File: src/rtl/imem_boot_loader_if.sv
// Byte-stream and instruction-memory write bundle for imem_boot_loader.
// slave = loader side, master = stream source / memory observer side.
interface imem_boot_loader_if #(
   parameter int ADDR_W = 6
);
   logic              byte_valid;
   logic [7:0]        byte_data;
   logic              byte_ready;
   logic              imem_we;
   logic [ADDR_W-1:0] imem_waddr;
   logic [31:0]       imem_wdata;

   modport slave (
      input  byte_valid, byte_data,
      output byte_ready, imem_we, imem_waddr, imem_wdata
   );

   modport master (
      output byte_valid, byte_data,
      input  byte_ready, imem_we, imem_waddr, imem_wdata
   );
endinterface

File: src/rtl/imem_boot_loader.sv
// Streams a length-prefixed little-endian word image into instruction memory
// and holds the CPU in reset until done. IMEM_BOOT_CHECKSUM_EN adds a trailing XOR byte check.
module imem_boot_loader #(
   parameter int DEPTH  = 64,
   parameter int ADDR_W = 6
) (
   input  logic            clk,
   input  logic            rst_n,
   input  logic            start,
   imem_boot_loader_if.slave bus,
   output logic            cpu_rst,
   output logic            done,
   output logic            err
);

   typedef enum logic [2:0] {
      IDLE,
      LEN_LO,
      LEN_HI,
      DATA,
      WRITE,
`ifdef IMEM_BOOT_CHECKSUM_EN
      CHK,
`endif
      DONE,
      ERR
   } state_t;

`ifdef IMEM_BOOT_CHECKSUM_EN
   localparam state_t FIN_ST = CHK;
`else
   localparam state_t FIN_ST = DONE;
`endif

   localparam logic [15:0] DEPTH16 = 16'(DEPTH);

   state_t            state, state_nx;
   logic [15:0]       count;
   logic [ADDR_W:0]   widx;   // one extra bit so widx can reach DEPTH
   logic [ADDR_W:0]   widx_nx;
   logic [1:0]        lane;
   logic [31:0]       word;
   logic [15:0]       len_full;
   logic              xfer;
`ifdef IMEM_BOOT_CHECKSUM_EN
   logic [7:0]        xsum;
`endif

   assign xfer     = bus.byte_valid && bus.byte_ready;
   assign len_full = {bus.byte_data, count[7:0]};
   assign widx_nx  = widx + (ADDR_W+1)'(1);

`ifdef IMEM_BOOT_CHECKSUM_EN
   assign bus.byte_ready = (state == LEN_LO) || (state == LEN_HI) ||
                           (state == DATA)   || (state == CHK);
`else
   assign bus.byte_ready = (state == LEN_LO) || (state == LEN_HI) || (state == DATA);
`endif
   assign bus.imem_we    = (state == WRITE);
   assign bus.imem_waddr = widx[ADDR_W-1:0];
   assign bus.imem_wdata = word;
   assign cpu_rst        = (state != DONE);
   assign done           = (state == DONE);
   assign err            = (state == ERR);

   always_comb begin
      state_nx = state;
      case (state)
         IDLE, DONE, ERR: if (start) state_nx = LEN_LO;
         LEN_LO:          if (xfer) state_nx = LEN_HI;
         LEN_HI: if (xfer) begin
            if (len_full == 16'd0)       state_nx = FIN_ST;
            else if (len_full > DEPTH16) state_nx = ERR;
            else                         state_nx = DATA;
         end
         DATA:  if (xfer && lane == 2'd3) state_nx = WRITE;
         WRITE: state_nx = (16'(widx_nx) == count) ? FIN_ST : DATA;
`ifdef IMEM_BOOT_CHECKSUM_EN
         CHK:   if (xfer) state_nx = (bus.byte_data == xsum) ? DONE : ERR;
`endif
         default: state_nx = IDLE;
      endcase
   end

   always_ff @(posedge clk or negedge rst_n) begin
      if (!rst_n) begin
         state <= IDLE;
         count <= '0;
         widx  <= '0;
         lane  <= '0;
         word  <= '0;
`ifdef IMEM_BOOT_CHECKSUM_EN
         xsum  <= '0;
`endif
      end else begin
         state <= state_nx;
         case (state)
            IDLE, DONE, ERR: if (start) begin
               widx <= '0;
               lane <= '0;
`ifdef IMEM_BOOT_CHECKSUM_EN
               xsum <= '0;
`endif
            end
            LEN_LO: if (xfer) count[7:0]  <= bus.byte_data;
            LEN_HI: if (xfer) count[15:8] <= bus.byte_data;
            DATA: if (xfer) begin
               // first byte of a word lands in the LSB
               word[{lane, 3'b000} +: 8] <= bus.byte_data;
               lane <= lane + 2'd1;
`ifdef IMEM_BOOT_CHECKSUM_EN
               xsum <= xsum ^ bus.byte_data;
`endif
            end
            WRITE: widx <= widx_nx;
            default: ;
         endcase
      end
   end

endmodule

File: src/flat_wrapper.sv
// flat-port wrapper written by rule: the top's interface ports become plain ports
module imem_boot_loader_flat 
#(
   parameter int DEPTH  = 64,
   parameter int ADDR_W = 6
)
  (clk, rst_n, start, cpu_rst, done, err, bus_byte_valid, bus_byte_data, bus_byte_ready, bus_imem_we, bus_imem_waddr, bus_imem_wdata);
  imem_boot_loader_if #(.ADDR_W(ADDR_W)) bus_i ();
  input  logic clk;
  input  logic rst_n;
  input  logic start;
  output logic cpu_rst;
  output logic done;
  output logic err;
  input wire logic [$bits(bus_i.byte_valid)-1:0] bus_byte_valid;
  input wire logic [$bits(bus_i.byte_data)-1:0] bus_byte_data;
  output wire logic [$bits(bus_i.byte_ready)-1:0] bus_byte_ready;
  output wire logic [$bits(bus_i.imem_we)-1:0] bus_imem_we;
  output wire logic [$bits(bus_i.imem_waddr)-1:0] bus_imem_waddr;
  output wire logic [$bits(bus_i.imem_wdata)-1:0] bus_imem_wdata;
  assign bus_i.byte_valid = bus_byte_valid;
  assign bus_i.byte_data = bus_byte_data;
  assign bus_byte_ready = bus_i.byte_ready;
  assign bus_imem_we = bus_i.imem_we;
  assign bus_imem_waddr = bus_i.imem_waddr;
  assign bus_imem_wdata = bus_i.imem_wdata;
  imem_boot_loader #(.DEPTH(DEPTH), .ADDR_W(ADDR_W)) u_core (.clk(clk), .rst_n(rst_n), .start(start), .bus(bus_i), .cpu_rst(cpu_rst), .done(done), .err(err));
endmodule
File: config.mk
export PLATFORM = sky130hd
export DESIGN_NAME = imem_boot_loader_flat
export DESIGN_NICKNAME = d
export VERILOG_FILES = /design/src/rtl/imem_boot_loader_if.sv /design/src/rtl/imem_boot_loader.sv /design/src/flat_wrapper.sv
export SDC_FILE = /design/constraint.sdc
export NUM_CORES = 1
export LEC_CHECK = 0
export ABC_CLOCK_PERIOD_IN_PS = 5600
export BUFFER_PORTS_ARGS = -buffer_cell sky130_fd_sc_hd__buf_2
export CAP_MARGIN = 30
export CORE_MARGIN = 2
export CORE_UTILIZATION = 40
export CTS_CLUSTER_DIAMETER = 30
export DETAILED_ROUTE_END_ITERATION = 8
export PLACE_DENSITY = 0.63
export SETUP_SLACK_MARGIN = 0.4
export SLEW_MARGIN = 25
export SYNTH_ARGS = -nofsm -noshare
export SYNTH_HDL_FRONTEND = slang
export SYNTH_SLANG_ARGS = --single-unit
File: constraint.sdc
create_clock -name clk -period 5.6 [get_ports clk]
set_input_delay 0.28 -clock clk [delete_from_list [all_inputs] [get_ports clk]]
set_output_delay 0.28 -clock clk [all_outputs]
set_load 0.005 [all_outputs]
==> flow_summary_export.csv, run 1 <==
group,metric,value,unit
layout,diodes,0,
layout,final_net_count,373,
sta,final.setup.worst_slack,3.50,ns
synth,yosysMostFrequentCell,"nand2_1",
cts,cts-resized-gates,0,
sta,worst_slew_pin_slew,0.933,ns
synth,yosys.area.top_type,"dfrtp_1",
drt,drc,0,
floorplanning,design.die.area,8110,um2
sta,finalSetupTns,0,ns
synth,ys.flop_type,"dfrtp_1",
sta,timing.final.crit_share,37.6,%
power,powerDensity,465,nW/um2
worst_setup_path,r2r-start,"u_core.lane[0]$_DFFE_PN0P_",
worst_setup_path,slowest_stage,"nor3b_1",
power,leakagePower,0.00160,uW
worst_setup_path,crit_chain,"inv_2 > ha_1 > nor3b_1 > nand2_1 > o21ai_0",
worst_setup_path,cp-startpoint,"u_core.lane[0]$_DFFE_PN0P_",
synth,netlist_top_cells_count,"nand2_1, dfrtp_1, o21ai_0",
power,ir_drop,168,uV
synth,ys_seq_area_share,50.7,%
sta,hold_violations,0,
sta,maxSlewViolCount,0,
drt,wl,6790,um
cts,cts-hold-fix-buffers,0,
synth,yosys_register_bits,60,
synth,synthCells,306,
worst_setup_path,crit_fanout,8,
floorplanning,die_w,90.0,um
worst_setup_path,cp-start-kind,"register",
synth,syn_area_per_cell,9.67,um2
synth,synth_edf_count,0,
global_route,grt_max_degree,61,
worst_setup_path,worstPathRequired,5.84,ns
synth,synth_area_leaders,"dfrtp_1, nand2_1, mux2_2, o21ai_0, ha_1",
outcome,status,"finished, final reports clean",
floorplanning,rows,31,
sta,slew_headroom,37.7,%
synth,synth.distinct_cells,45,
cts,cts_tree,"built",
worst_setup_path,crit_type,"reg -> reg",
global_route,grt_usage,17.7,%
floorplanning,start_util,41.0,%
synth,synth.cell_area,2960,um2
worst_setup_path,arrival,2.34,ns
flow_run,max-cap-violations,0,
drt,vias,2363,
min_path,hp-class,"in -> async",
cts,htreeDepth,3,
sta,skew,0.00943,ns
global_route,grt_pass1_wl,11500,um
place,gp_congestion,0.793,
drt,drt_iter0_markers,167,
drt,ant_nets,0,
cts,cts_root_buffer,"clkbuf_8",
synth,postSynthNetCount,324,
synth,ys_async_sr_fraction,100,%
floorplanning,core_area,7210,um2
cts,path_clk_slew,0.06,ns
cts,numClockSinks,60,
cts,cts_max_path_buffers,2,
place,portBuffers,54,
place,dp_hpwl,4700,um
cts,worstSkewPairLatency,0.33,ns
drt,wl_per_cell,14.9,um
synth,yosysWarnings,0,
drt,viasPerCell,5.18,
place,place_ws,3.49,ns
layout,syn_to_final_growth,16.1,%
global_route,antenna_found_initial,0,
sta,finalSetupViolCount,0,
layout,drive_gt1_share,26.1,%
sta,fin_crit,2.10,ns
synth,yosysTopAreaCellShare,50.7,%
worst_setup_path,cp-end-kind,"register",
sta,fmax,475,MHz
sta,grt_setup_unrepaired,"no",
global_route,grt_pass1_vias,2253,
floorplanning,fp.dieH,90.0,um
global_route,gr-total-overflow,0,
cts,postCtsSetupBuffers,0,
drt,dr.pass1.iters,4,
floorplanning,ioPinCount,55,
worst_setup_path,max_stage_delay,0.77,ns
cts,cts_buffers,9,
## cell type report
cell class,instances,area [um2]
Inverter,6,22.5
Clock inverter,3,40.0
Tap cell,99,124
Multi-Input combinational cell,223,1330
Timing Repair Buffer,55,278
Clock buffer,10,138
Sequential cell,60,1500
Fill cell,716,3780
## critical path: cells and delay by family (launching register included)
kind                     cells  cell delay (ns)
AND/OR/NAND/NOR              2             0.88
flip-flops                   1             0.45
adder cells (fa/ha/maj)      1             0.37
AO/OA/AOI/OAI                1             0.20
buffers and inverters        1             0.10
## cell usage in the layout (no fill, tap or decap), types with 4 or more instances in the layout
master	netlist	final
o21ai_1	11	11
clkbuf_8	0	10
nor3b_1	5	5
buf_2	1	54
a21oi_1	9	9
nand3_1	4	4
nand2_1	78	78
o31ai_1	4	4
ha_1	6	6
nor2_1	8	8
dfrtp_1	60	60
xnor2_1	4	4
xor2_1	5	5
mux2_2	17	17
o21ai_0	31	31
## through the flow
step / area, um2 / util, % / total power, uW / std cells / hold WS (ns)
global route: 3440 / 47.6 / 1720 / 456 / 0.172
detailed placement: 3260 / 45.2 / 1240 / 443 / 0.468
finish: 3440 / 47.6 / 1600 / 456 / 0.0961
CTS: 3440 / 47.6 / 1620 / 456 / 0.121
floorplan: 2960 / - / 1090 / 306 / -0.0156
global placement: 3260 / 45.2 / 1230 / 443 / 0.460
## state kept, by name (all words and copies together) (netlist names)
signal / flops
u_core.bus.imem_wdata: 32
u_core.count: 16
u_core.widx: 7
u_core.state: 3
u_core.lane: 2
## routing by layer
metal	wire, um	global-route usage (%)
met1	3260	25.2
met2	3200	26.5
met3	212	3.02
met4	118	8.08
met5	0	0
## logic make-up (layout without fill, tap and decap cells)
kind of cell	count (synthesis)	in the layout	synth area share, %
simple gates	121	121	19.6
compound gates	70	70	13.8
flops	60	60	50.7
buf+inv	23	74	4.23
mux	17	17	6.47
xor+xnor	9	9	2.66
fa+ha+maj	6	6	2.54
## path summary, 6_finish.rpt
path	end	slack [ns]	cells after the start
worst min register to register	u_core.bus.imem_wdata[30]$_DFFE_PN0P_	0.47	2
worst min-delay path	u_core.bus.imem_wdata[1]$_DFFE_PN0P_	0.1	2
worst max-delay path	u_core.bus.imem_wdata[13]$_DFFE_PN0P_	3.50	5
worst max register to register	u_core.bus.imem_wdata[13]$_DFFE_PN0P_	3.50	5
min in group clk	u_core.bus.imem_wdata[0]$_DFFE_PN0P_	0.26	3
max in group asynchronous	u_core.count[15]$_DFFE_PN0P_	5.00	2
## power breakdown
part	switching (uW)	total, uW	internal (uW)	leakage (uW)
logic	291	545	254	0.000714
clock network	154	363	208	0.0000939
registers	129	691	562	0.000790
Note: power is estimated with default switching activity, not from simulation.
==> inputs of run 2 (changes only) <==
--- a/config.mk
+++ b/config.mk
@@ -5,14 +5,14 @@
 export SDC_FILE = /design/constraint.sdc
 export NUM_CORES = 1
 export LEC_CHECK = 0
-export ABC_CLOCK_PERIOD_IN_PS = 5600
+export ABC_CLOCK_PERIOD_IN_PS = 1750
 export BUFFER_PORTS_ARGS = -buffer_cell sky130_fd_sc_hd__buf_2
 export CAP_MARGIN = 30
 export CORE_MARGIN = 2
 export CORE_UTILIZATION = 40
 export CTS_CLUSTER_DIAMETER = 30
 export DETAILED_ROUTE_END_ITERATION = 8
-export PLACE_DENSITY = 0.63
+export PLACE_DENSITY = 0.65
 export SETUP_SLACK_MARGIN = 0.4
 export SLEW_MARGIN = 25
 export SYNTH_ARGS = -nofsm -noshare
==> constraint.sdc (replaced) <==
create_clock -name clk -period 1.75 [get_ports clk]
set_input_delay 0.0875 -clock clk [delete_from_list [all_inputs] [get_ports clk]]
set_output_delay 0.0875 -clock clk [all_outputs]
set_load 0.005 [all_outputs]
==> run 2 against run 1 <==
  * The flow now finishes with violations (setup timing)
  * Routed wire length up 16%
  * Combinational power increased to 5.2 times the previous value
  * Register-to-register slack lost 3.6 ns
  * Final cell count up 9.0%
  * Flip-flop and latch count stayed put
  * Final area up 18%
  * Utilization increased by 8.4 points
  * First-iteration DRC count is 30% lower
  * Clock skew increased by 0.0023 ns
  * Sequential share of layout area shrank 6.5 points
  * Sequential power increased to 3.1 times the previous value
  * Global-route usage is 2.5 points higher
  * Critical endpoint is now u_core.state[2]$_DFFE_PN0P_
  * Largest power group is now combinational cells
==> flow_summary_export.csv, run 2 (same netlist as run 1, synthesis figures left out) <==
group,metric,value,unit
outcome,status,"finished, violations left",
outcome,violations,"setup timing",
drt,vias,2579,
place,gp_congestion,0.847,
floorplanning,rows,31,
power,ir_drop,829,uV
floorplanning,design.die.area,8110,um2
flow_run,max-cap-violations,0,
layout,diodes,0,
sta,final.setup.worst_slack,-0.0946,ns
power,pwr-share-clk,21.0,%
worst_setup_path,cp-start-kind,"register",
floorplanning,core_area,7210,um2
cts,cts_tree,"built",
cts,worstSkewPairLatency,0.34,ns
drt,dr_wl_met3,452,um
place,dp_hpwl,5530,um
worst_setup_path,timing.rr.end,"u_core.state[2]$_DFFE_PN0P_",
sta,finalSetupViolCount,2,
layout,drive_gt1_share,39.4,%
layout,final_common_cell,"nand2_1",
layout,final_net_count,412,
layout,largest_reg_flops,32,
min_path,min_path_cells,3,
worst_setup_path,arrival,2.10,ns
layout,fill_cells,669,
layout,fin_cells,497,
global_route,gr-total-overflow,0,
floorplanning,start_util,41.0,%
power,combPwrFrac,44.8,%
sta,fmax,542,MHz
worst_setup_path,crit_fanout,2,
power,powerDensity,1570,nW/um2
place,portBuffers,54,
cts,htreeDepth,3,
drt,wl,7860,um
layout,layout_common_cells,"nand2_1, dfrtp_1, buf_2",
layout,multi_input_area,1550,um2
floorplanning,ioPinCount,55,
global_route,grt_usage,20.2,%
drt,topRoutingLayerUsed,"met4",
cts,cts_root_buffer,"clkbuf_8",
drt,wl_met1,3620,um
worst_setup_path,cp-end-kind,"register",
worst_setup_path,r2r-start,"u_core.count[3]$_DFFE_PN0P_",
worst_setup_path,worstPathRequired,2.01,ns
power,p_switching,2280,uW
drt,ant_nets,0,
worst_setup_path,crit_type,"reg -> reg",
sta,slew_headroom,69.4,%
global_route,grt_pass1_vias,2540,
drt,viasPerCell,5.19,
sta,maxSlewViolCount,0,
power,seqPwrFrac,34.2,%
power,switching_share,35.8,%
power,internal_power,4080,uW
cts,path_clk_slew,0.07,ns
min_path,hold_start,"bus_byte_data[7]",
floorplanning,die_w,90.0,um
drt,wl_per_cell,15.8,um
layout,syn_to_final_growth,36.5,%
worst_setup_path,reg2reg_depth,6,
global_route,antenna_found_initial,0,
sta,fin_crit,1.84,ns
power,leakagePower,0.00192,uW
drt,dr_wl_met2,3690,um
floorplanning,fp.dieH,90.0,um
sta,skew,0.0117,ns
layout,final_util,56.0,%
sta,timing.final.crit_share,105,%
cts,cts_buffers,9,
global_route,grt_pass1_wl,12900,um
drt,drc,0,
min_path,hold_end,"u_core.bus.imem_wdata[7]$_DFFE_PN0P_",
sta,grt_setup_unrepaired,"yes",
cts,cts_max_path_buffers,2,
drt,dr.pass1.iters,4,
cts,numClockSinks,60,
worst_setup_path,r2r_slack,-0.09,ns
global_route,grt_max_degree,25,
sta,hold_violations,0,
sta,worst_slew_pin_slew,0.458,ns
min_path,hp-class,"in -> reg",
drt,drt_iter0_markers,117,
layout,regArea,1500,um2
place,place_inst,475,
-- run 2: cell types whose count changed in the layout (fill, tap and decap cells not counted), sizes merged --
cell | previous run | this run
clkinvlp | 0 | 2
dlygate4sd3 | 0 | 1
clkbuf | 10 | 11
clkinv | 2 | 0
bufinv | 1 | 2
buf | 55 | 93
-- run 2: layer usage --
| layer | up-vias | global-route usage (%) |
|---|---|---|
| met1 | 1252 | 27.5 |
| met3 | 8 | 5.28 |
| met2 | 77 | 32.0 |
| met4 | 0 | 5.77 |
| met5 | - | 0 |
| li1 | 1242 | - |
-- run 2: worst max-delay path by stage --
stage                                     start                           to  slack [ns]  cells past startpoint
floorplan           u_core.count[7]$_DFFE_PN0P_  u_core.state[1]$_DFFE_PN0P_       -0.04                      5
global placement    u_core.count[7]$_DFFE_PN0P_  u_core.state[1]$_DFFE_PN0P_       -0.10                      5
detailed placement  u_core.count[7]$_DFFE_PN0P_  u_core.state[1]$_DFFE_PN0P_       -0.13                      5
CTS                 u_core.count[3]$_DFFE_PN0P_  u_core.state[2]$_DFFE_PN0P_       -0.06                      6
global route        u_core.count[3]$_DFFE_PN0P_  u_core.state[2]$_DFFE_PN0P_       -0.15                      6
finish              u_core.count[3]$_DFFE_PN0P_  u_core.state[2]$_DFFE_PN0P_       -0.09                      6
-- run 2: through the flow --
step | TNS, ns | instance area, um2 | hold WS (ns) | power, uW | setup slack, ns
2_1_floorplan | -0.0355 | 3190 | -0.208 | 3950 | -0.0355
3_3_place_gp | -0.121 | 3710 | 0.0722 | 4710 | -0.104
3_5_place_dp | -0.158 | 3710 | 0.0719 | 4800 | -0.125
4_1_cts | -0.111 | 4040 | 0.0672 | 6370 | -0.0562
5_1_grt | -0.304 | 4040 | 0.0683 | 6780 | -0.154
6_report | -0.152 | 4040 | 0.0751 | 6360 | -0.0946
-- run 2: final cells by class --
cell class,instances,area share (%)
multi-input combinational,223,38.5
sequential,60,37.2
timing repair buffer,94,15.5
clock buffer,11,3.25
tap,99,3.07
clock inverter,4,1.86
inverter,6,0.619
-- run 2: repair_timing --
action / CTS / global route
setup buffers: 6 / 0
hold buffers: 1 / 0
resized for setup: 11 / 1
hold endpoints to repair: 16 / 0
setup endpoints to repair: 59 / 60
pin swaps: 4 / 0
-- run 2: critical path, stage by stage, from the launching register on --
cell	delay [ns]
dfrtp_1	0.39
or4_4	0.57
buf_6	0.14
or4_4	0.41
nand4_1	0.09
a31oi_1	0.08
o21ai_1	0.08
-- run 2: power groups by stage --
stage	sequential [uW]	clock, uW	combinational (uW)
global route	2230	1420	3120
global placement	2150	0	2560
finish	2170	1340	2850
detailed placement	2180	0	2610
CTS	2170	1370	2840
floorplan	2120	0	1830
==> inputs of run 3 (changes only) <==
--- a/config.mk
+++ b/config.mk
@@ -5,14 +5,14 @@
 export SDC_FILE = /design/constraint.sdc
 export NUM_CORES = 1
 export LEC_CHECK = 0
-export ABC_CLOCK_PERIOD_IN_PS = 1750
+export ABC_CLOCK_PERIOD_IN_PS = 2250
 export BUFFER_PORTS_ARGS = -buffer_cell sky130_fd_sc_hd__buf_2
 export CAP_MARGIN = 30
 export CORE_MARGIN = 2
 export CORE_UTILIZATION = 40
 export CTS_CLUSTER_DIAMETER = 30
 export DETAILED_ROUTE_END_ITERATION = 8
-export PLACE_DENSITY = 0.65
+export PLACE_DENSITY = 0.63
 export SETUP_SLACK_MARGIN = 0.4
 export SLEW_MARGIN = 25
 export SYNTH_ARGS = -nofsm -noshare
==> constraint.sdc (replaced) <==
create_clock -name clk -period 2.25 [get_ports clk]
set_input_delay 0.1125 -clock clk [delete_from_list [all_inputs] [get_ports clk]]
set_output_delay 0.1125 -clock clk [all_outputs]
set_load 0.005 [all_outputs]
==> run 3 against run 2 <==
  * Routed wire length shrank 10%
  * Flip-flop and latch count is the same
  * Die area is the same
  * Combinational power shrank 46%
  * Clock power shrank 25%
  * The flow now finishes without violations
  * First-iteration DRC count grew 39%
  * Worst hold slack gained 0.026 ns
  * Setup slack gained 0.52 ns
  * Global-route usage shrank 2.1 points
  * Clock skew shrank 0.0020 ns
  * Non-clock buffer count shrank 25
==> flow_summary_export.csv, run 3 (same netlist as run 1, synthesis figures left out) <==
group,metric,value,unit
flow_run,max-cap-violations,0,
sta,worst_slew_pin_slew,0.507,ns
sta,fin_crit,1.82,ns
sta,skew,0.00977,ns
layout,syn_to_final_growth,22.9,%
layout,fill_cells,714,
worst_setup_path,crit_chain,"or4_4 > nor3_2 > a311oi_2 > o32ai_1 > a21bo_1",
place,dp_hpwl,4970,um
worst_setup_path,arrival,2.04,ns
global_route,grt_pass1_wl,11800,um
cts,htreeDepth,3,
drt,wl_met1,3250,um
cts,cts_buffers,9,
sta,fmax,549,MHz
cts,cts_root_buffer,"clkbuf_8",
outcome,status,"finished, final reports clean",
worst_setup_path,max_stage_delay,0.57,ns
layout,final_net_count,387,
sta,hold_violations,0,
drt,dr.pass1.iters,4,
cts,worstSkewPairLatency,0.33,ns
global_route,antenna_found_initial,0,
cts,path_clk_slew,0.07,ns
global_route,grt_max_degree,24,
drt,dr_wl_met2,3340,um
drt,ant_nets,0,
floorplanning,design.die.area,8110,um2
worst_setup_path,crit_fanout,3,
drt,drt_iter0_markers,163,
layout,design_area,3640,um2
drt,wl_per_cell,14.9,um
global_route,grt_pass1_vias,2316,
power,ir_drop,516,uV
layout,layout_common_cells,"nand2_1, dfrtp_1, buf_2",
global_route,grt_usage,18.1,%
drt,wl,7060,um
sta,finalSetupTns,0,ns
layout,final_common_cell,"nand2_1",
worst_setup_path,crit_type,"reg -> reg",
worst_setup_path,worstPathRequired,2.47,ns
sta,grt_setup_unrepaired,"yes",
floorplanning,start_util,41.0,%
floorplanning,die_w,90.0,um
layout,largest_reg_flops,32,
place,portBuffers,54,
floorplanning,fp.dieH,90.0,um
sta,slew_headroom,66.2,%
worst_setup_path,slowest_stage,"or4_4",
layout,diodes,0,
sta,maxSlewViolCount,0,
cts,numClockSinks,60,
floorplanning,ioPinCount,55,
place,gp_congestion,0.796,
floorplanning,rows,31,
cts,cts_max_path_buffers,2,
worst_setup_path,cp-start-kind,"register",
sta,finalSetupViolCount,0,
power,powerDensity,1170,nW/um2
drt,vias,2410,
sta,timing.final.crit_share,81.0,%
floorplanning,core_area,7210,um2
min_path,hp-class,"in -> reg",
layout,drive_gt1_share,32.9,%
drt,viasPerCell,5.10,
place,placed_area,3350,um2
drt,topRoutingLayerUsed,"met4",
power,leakagePower,0.00168,uW
cts,cts_tree,"built",
drt,dr_wl_met3,307,um
drt,drc,0,
worst_setup_path,cp-end-kind,"register",
global_route,gr-total-overflow,0,
-- run 3: cell types whose count changed in the layout (fill, tap and decap cells not counted), sizes merged --
cell	before	now
bufinv	2	1
clkbuf	11	13
buf	93	68
-- run 3: where the power goes --
group | internal, uW | total, uW | leakage, uW | switching, uW
clock | 573 | 1000 | 0.0000959 | 427
sequential | 1400 | 1720 | 0.000786 | 315
combinational | 741 | 1550 | 0.000795 | 805
total | 2720 | 4260 | 0.00168 | 1550
-- run 3: stage by stage --
step                cells  hold slack [ns]  total power [uW]  worst slack (ns)  utilization (%)
detailed placement    455            0.109              3190             0.145             46.4
floorplan             306           -0.183              2700             0.402                -
global placement      455           0.0947              3140             0.197             46.4
global route          473            0.111              4570             0.330             50.4
CTS                   472           0.0914              4250             0.337             49.9
finish                473            0.101              4260             0.427             50.4
-- run 3: area by class of cell --
type                    count  area [um2]  share of cell area (%)
clock inverters             3        45.0                    1.24
inverters                   6        22.5                   0.619
well taps                  99         124                    3.40
flip-flops and latches     60        1510                    41.4
clock buffers              13         159                    4.37
multi-input cells         223        1400                    38.4
repair buffers             69         385                    10.6
-- run 3: final timing paths --
| kind | startpoint | end | slack [ns] | cells past startpoint |
|---|---|---|---|---|
| worst max-delay path | u_core.count[0]$_DFFE_PN0P_ | u_core.state[1]$_DFFE_PN0P_ | 0.43 | 5 |
| worst min-delay path | bus_byte_data[0] | u_core.bus.imem_wdata[16]$_DFFE_PN0P_ | 0.10 | 3 |
| worst max register to register | u_core.count[0]$_DFFE_PN0P_ | u_core.state[1]$_DFFE_PN0P_ | 0.43 | 5 |
| worst min register to register | u_core.bus.imem_wdata[27]$_DFFE_PN0P_ | u_core.bus.imem_wdata[27]$_DFFE_PN0P_ | 0.47 | 2 |
| max in group asynchronous | rst_n | u_core.state[0]$_DFFE_PN0P_ | 1.25 | 3 |
| min in group asynchronous | rst_n | u_core.bus.imem_wdata[1]$_DFFE_PN0P_ | 0.28 | 2 |
-- run 3: timing repair --
| item | in CTS | in global routing |
|---|---|---|
| pin swaps | 3 | 5 |
| hold endpoints to repair | 21 | 0 |
| setup buffers | 0 | 1 |
| hold buffers | 1 | 0 |
| gates resized for setup | 6 | 12 |
| endpoints found under the setup margin | 28 | 36 |
-- run 3: per-layer routing --
| metal | vias to the layer above | global-route usage (%) |
|---|---|---|
| met5 | - | 0 |
| met4 | 0 | 8.33 |
| met3 | 14 | 3.94 |
| met2 | 53 | 26.9 |
| met1 | 1156 | 25.3 |
| li1 | 1187 | - |
-- run 3: critical path: cells and delay by family (launching register included) --
kind / cells / cell delay (ns)
DFF: 1 / 0.42
and+or+nand+nor: 2 / 0.71
AOI/OAI and AO/OA: 3 / 0.58
